**src/rtl/seq_det_pkg.sv**
```systemverilog
// Shared definitions for the parametrised serial-pattern detector:
// state encoding, reset-time default pattern and fill-counter sizing.
package seq_det_pkg;

    typedef enum logic {
        FILL  = 1'b0,
        ARMED = 1'b1
    } state_t;

    localparam logic [3:0] DEFAULT_PAT = 4'b1011;

    // Width of a counter that must hold 0..pat_w-1; never narrower than 1 bit.
    function automatic int fill_w(input int pat_w);
        return (pat_w <= 2) ? 1 : $clog2(pat_w);
    endfunction

endpackage

```
**src/rtl/sat_counter.sv**
```systemverilog
// Saturating up-counter with sticky saturation flag; clear has priority over increment.
module sat_counter #(
    parameter int CNT_W = 8
) (
    input  logic             clk,
    input  logic             rst_n,
    input  logic             inc,
    input  logic             clr,
    output logic [CNT_W-1:0] count,
    output logic             sat
);

    localparam logic [CNT_W-1:0] CNT_MAX = '1;

    // NOTE: state registers use non-blocking assignments so every flop samples pre-edge values.
    always_ff @(posedge clk or negedge rst_n) begin
        if (!rst_n) begin
            count <= '0;
            sat   <= 1'b0;
        end else if (clr) begin
            count <= '0;
            sat   <= 1'b0;
        end else if (inc && (count != CNT_MAX)) begin
            count <= count + CNT_W'(1);
            if (count == CNT_MAX - CNT_W'(1)) begin
                sat <= 1'b1;
            end
        end
    end

endmodule

```
**src/rtl/seq_detector_param.sv**
```systemverilog
// Mealy serial-pattern detector with run-time loadable pattern, overlap control,
// valid-qualified input, registered match pulse and saturating match counter.
module seq_detector_param #(
    parameter int               PAT_W       = 4,
    parameter logic [PAT_W-1:0] DEFAULT_PAT = PAT_W'(seq_det_pkg::DEFAULT_PAT),
    parameter int               CNT_W       = 8
) (
    input  logic             clk,
    input  logic             rst,
    input  logic             din_valid,
    input  logic             din,
    input  logic [PAT_W-1:0] pattern,
    input  logic             pattern_load,
    input  logic             overlap_en,
    input  logic             count_clr,
    output logic             dout,
    output logic             match_q,
    output logic [CNT_W-1:0] match_count,
    output logic             cnt_sat
);

    import seq_det_pkg::*;

    localparam int FILL_W = fill_w(PAT_W);

    typedef logic [PAT_W-2:0] hist_t;

    state_t            state_q, state_d;
    logic [FILL_W-1:0] fill_q, fill_d;
    hist_t             hist_q, hist_d;
    logic [PAT_W-1:0]  pat_reg;
    logic              match;

    // The window is the held history plus the bit on the wire this cycle.
    assign match = (state_q == ARMED) && ({hist_q, din} == pat_reg);
    assign dout  = din_valid && !pattern_load && match;

    // NOTE: every variable gets a hold default before any branch, so no latches are inferred.
    always_comb begin
        state_d = state_q;
        fill_d  = fill_q;
        hist_d  = hist_q;
        if (pattern_load) begin
            state_d = FILL;
            fill_d  = '0;
            hist_d  = '0;
        end else if (din_valid) begin
            hist_d = hist_t'({hist_q, din});
            case (state_q)
                FILL: begin
                    fill_d = fill_q + FILL_W'(1);
                    if (fill_q == FILL_W'(PAT_W - 2)) begin
                        state_d = ARMED;
                    end
                end
                ARMED: begin
                    if (match && !overlap_en) begin
                        state_d = FILL;
                        fill_d  = '0;
                    end
                end
                default: begin
                    state_d = FILL;
                    fill_d  = '0;
                end
            endcase
        end
    end

    always_ff @(posedge clk or negedge rst) begin
        if (!rst) begin
            state_q <= FILL;
            fill_q  <= '0;
            hist_q  <= '0;
            pat_reg <= DEFAULT_PAT;
            match_q <= 1'b0;
        end else begin
            state_q <= state_d;
            fill_q  <= fill_d;
            hist_q  <= hist_d;
            match_q <= dout;
            if (pattern_load) begin
                pat_reg <= pattern;
            end
        end
    end

    sat_counter #(
        .CNT_W (CNT_W)
    ) u_match_cnt (
        .clk   (clk),
        .rst_n (rst),
        .inc   (dout),
        .clr   (count_clr),
        .count (match_count),
        .sat   (cnt_sat)
    );

endmodule

```
**config.mk**
```make
export PLATFORM = sky130hd
export DESIGN_NAME = seq_detector_param
export DESIGN_NICKNAME = d
export VERILOG_FILES = /design/src/rtl/seq_det_pkg.sv /design/src/rtl/sat_counter.sv /design/src/rtl/seq_detector_param.sv
export SDC_FILE = /design/constraint.sdc
export NUM_CORES = 1
export LEC_CHECK = 0
export ABC_CLOCK_PERIOD_IN_PS = 2100
export CELL_PAD_IN_SITES_DETAIL_PLACEMENT = 0
export CELL_PAD_IN_SITES_GLOBAL_PLACEMENT = 1
export CORE_ASPECT_RATIO = 1.5
export CORE_MARGIN = 2
export CORE_UTILIZATION = 33
export CTS_CLUSTER_DIAMETER = 150
export DETAILED_ROUTE_END_ITERATION = 10
export PLACE_DENSITY_LB_ADDON = 0.1
export REMOVE_ABC_BUFFERS = 1
export SKIP_LAST_GASP = 1
export SYNTH_ARGS = -nofsm -noshare
export SYNTH_HDL_FRONTEND = slang
export SYNTH_SLANG_ARGS = --single-unit
```
**constraint.sdc**
```tcl
create_clock -name clk -period 2.1 [get_ports clk]
set_clock_uncertainty 0.1 [all_clocks]
set_input_delay 0.315 -clock clk [delete_from_list [all_inputs] [get_ports clk]]
set_output_delay 0.315 -clock clk [all_outputs]
set_load 0.05 [all_outputs]
```
==> impl_metrics.tcl <==
set metrics [dict create \
    slew_violations 0 \
    dr.pass1.iters 3 \
    cp.arrival_ns 1.56 \
    clk_pin_slew_ns 0.08 \
    numClockSinks 20 \
    powerDensity_nw_per_um2 562 \
    setup_viol 0 \
    grt_overflow 0 \
    post-route-util 0.462 \
    cts_max_level 1 \
    finalWorstSetupSlack_ns 0.122 \
    grt_start_max_net_pins 21 \
    met3_length_um 79 \
    synth_cell_type_count 35 \
    antenna_found_initial 0 \
    fin_crit_ns 1.98 \
    endpoint "match_count[2]" \
    hold_buffers 0 \
    wire_per_inst_um 13.5 \
    via_count 898 \
    finalPower_mw 0.805 \
    grtUsageTotal 0.147 \
    synth_compound_area_frac 0.147 \
    crit_buf_inv 1 \
    route.detailed.drc 0 \
    grt_pass1_vias 870 \
    die_x_um 50.1 \
    slowest_stage "clkdlybuf4s50_1" \
    post_cts.resized_instances 0 \
    yosysWarningCount 0 \
    peakVddDrop_v 0.000359 \
    p_leak_nw 0.582 \
    area_growth_syn_to_layout_pct 36.4 \
    netlist_area_um2 1050 \
    preCtsSetupSlack_ns -0.155 \
    start_kind "flop" \
    cts_max_path_buffers 2 \
    design.core.area_um2 3100 \
    fillers 309 \
    fmax_ghz 0.506 \
    final_area_um2 1430 \
    r2r-start "pat_reg[3]" \
    postCtsSetupRepairBufs 1 \
    synth_xor_area_frac 0.0334 \
    crit_start "u_match_cnt.count[2]" \
    crit_type "flop to primary output" \
    cp_slowest_stage_delay_ns 0.84 \
    gp_congestion 0.734 \
    syn_inst 100 \
    yosysTopAreaCell "dfrtp_1" \
    timing.final.hold_violations 0 \
    start_util 0.339 \
    wl_met2_um 1390 \
    avgSynthCellArea_um2 10.5 \
    synth_top_cell_area_share 0.405 \
    rsz0062_at_grt "no" \
    synthMuxAreaShare 0.0930 \
    cts_root_buffer "clkbuf_8" \
    ff2ff_path_depth 5 \
    dr.max_layer_used "met4" \
    clk_latency_ns 0.26 \
    synthTopCellsByArea "dfrtp_1 (41%), dfstp_2 (7.5%), mux2_2 (6.4%)" \
    r2r-end "u_match_cnt.count[4]" \
    drt-met1-wl_um 833 \
    antenna_cells 0 \
    drt_wl_total_um 2320 \
    rows 25 \
    crit_cells 1 \
    dpl-instance-area_um2 1370 \
    end_kind "primary output" \
    cts_buffers 3 \
    dieArea_um2 3660 \
    hold_path.class "input pin to asynchronous set/reset pin" \
    grt_pass1_wl_um 4020 \
    yosys.area_share.adder 0.0358 \
    critPathRequiredTime_ns 1.68 \
    pin_count 22 \
    cts_tree "yes" \
    critPathTopFamily "buffers and inverters" \
    status "finished, final reports clean" \
    r2r_slack_ns 0.19 \
    viasPerCell 5.22 \
    multi_input_area_um2 500 \
    cp_max_fo 7 \
    numPortBuffers 21 \
    largest_reg_flops 8 \
    timing.final.crit_share 0.942 \
    initialDrtViolationCount 13 \
    postRouteAntennaNets 0 \
    fin_tns_setup_ns 0 \
    final_layout_size_suffix_gt1_frac 0.205 \
    max_slew_margin 0.669 \
    synthSimpleGateAreaFrac 0.168 \
    die_y_um 73.1 \
    synth.ff_latch_count 20 \
    seqCellArea_um2 504 \
    worstMarginPinSlew_ns 0.496 \
    layout.nets 147 \
    crit_path_cell_trace "clkdlybuf4s50_1" \
    ys_seq_area_frac 0.480 \
    drv_cap 0 \
    dp_hpwl_um 1790 \
    synth_top_family_by_area "simple AND/OR/NAND/NOR gates" \
]
==> layout make-up <==
class                      count  area share
multi-input combinational     71       0.350
tap                           40      0.0350
inverter                       5      0.0131
timing repair buffer          32       0.212
sequential                    20       0.352
clock buffer                   4      0.0385
==> cells by family after synthesis <==
kind of cell               after synthesis
and+or+nand+nor                         33
AOI/OAI and AO/OA                       22
DFF                                     20
buffers and inverters                    9
muxes                                    9
xor gates and xnor gates                 4
adders and majority gates                3
==> cell usage after synthesis, drive strengths merged <==
cell type	count
nand3	2
dfstp	3
o31a	1
a41oi	1
or4	2
nor2	11
o31ai	3
a31oi	3
nand2	4
ha	3
and4	2
nor2b	2
a21oi	5
and2	1
nor4	1
nand4	2
inv	5
nand3b	3
o21bai	1
or3	1
o21ai	1
o21a	1
dfrtp	17
o211ai	2
clkbuf	2
xnor2	4
mux2i	3
buf	2
mux2	6
a211oi	2
a32o	1
a311oi	1
nor3	2
==> cells in the final DEF, fill, tap and decap left out, types with 4 or more instances in the layout <==
master,n
clkdlybuf4s50_1,20
dfrtp_1,17
nor2_1,11
buf_4,11
mux2_2,6
inv_1,5
a21oi_1,5
xnor2_1,4
nand2_1,4
clkbuf_8,4
==> stage by stage <==
stage,hold WS [ns],instances
2_1_floorplan,-0.0806,96
3_3_place_gp,0.381,167
3_5_place_dp,0.393,167
4_1_cts,0.304,172
5_1_grt,0.320,172
6_report,0.293,172
==> where the power goes <==
part / internal [mW] / switching (mW)
logic: 0.0512 / 0.0432
registers: 0.403 / 0.0105
clock network: 0.167 / 0.130
==> per-layer routing <==
metal / up-vias / GRT usage
met3: 2 / 0.0307
met4: 0 / 0.0648
li1: 429 / -
met1: 453 / 0.155
met2: 14 / 0.273
met5: - / 0
==> worst min path at each step <==
stage,start,to,slack (ns),cells after the start
floorplan,rst,fill_q[0],-0.08,0
detailed placement,u_match_cnt.sat,u_match_cnt.sat,0.39,1
CTS,rst,u_match_cnt.count[5],0.30,2
finish,rst,u_match_cnt.count[4],0.29,2
global placement,u_match_cnt.sat,u_match_cnt.sat,0.38,1
global route,rst,u_match_cnt.count[7],0.32,2
(Power assumes the default switching activity.)
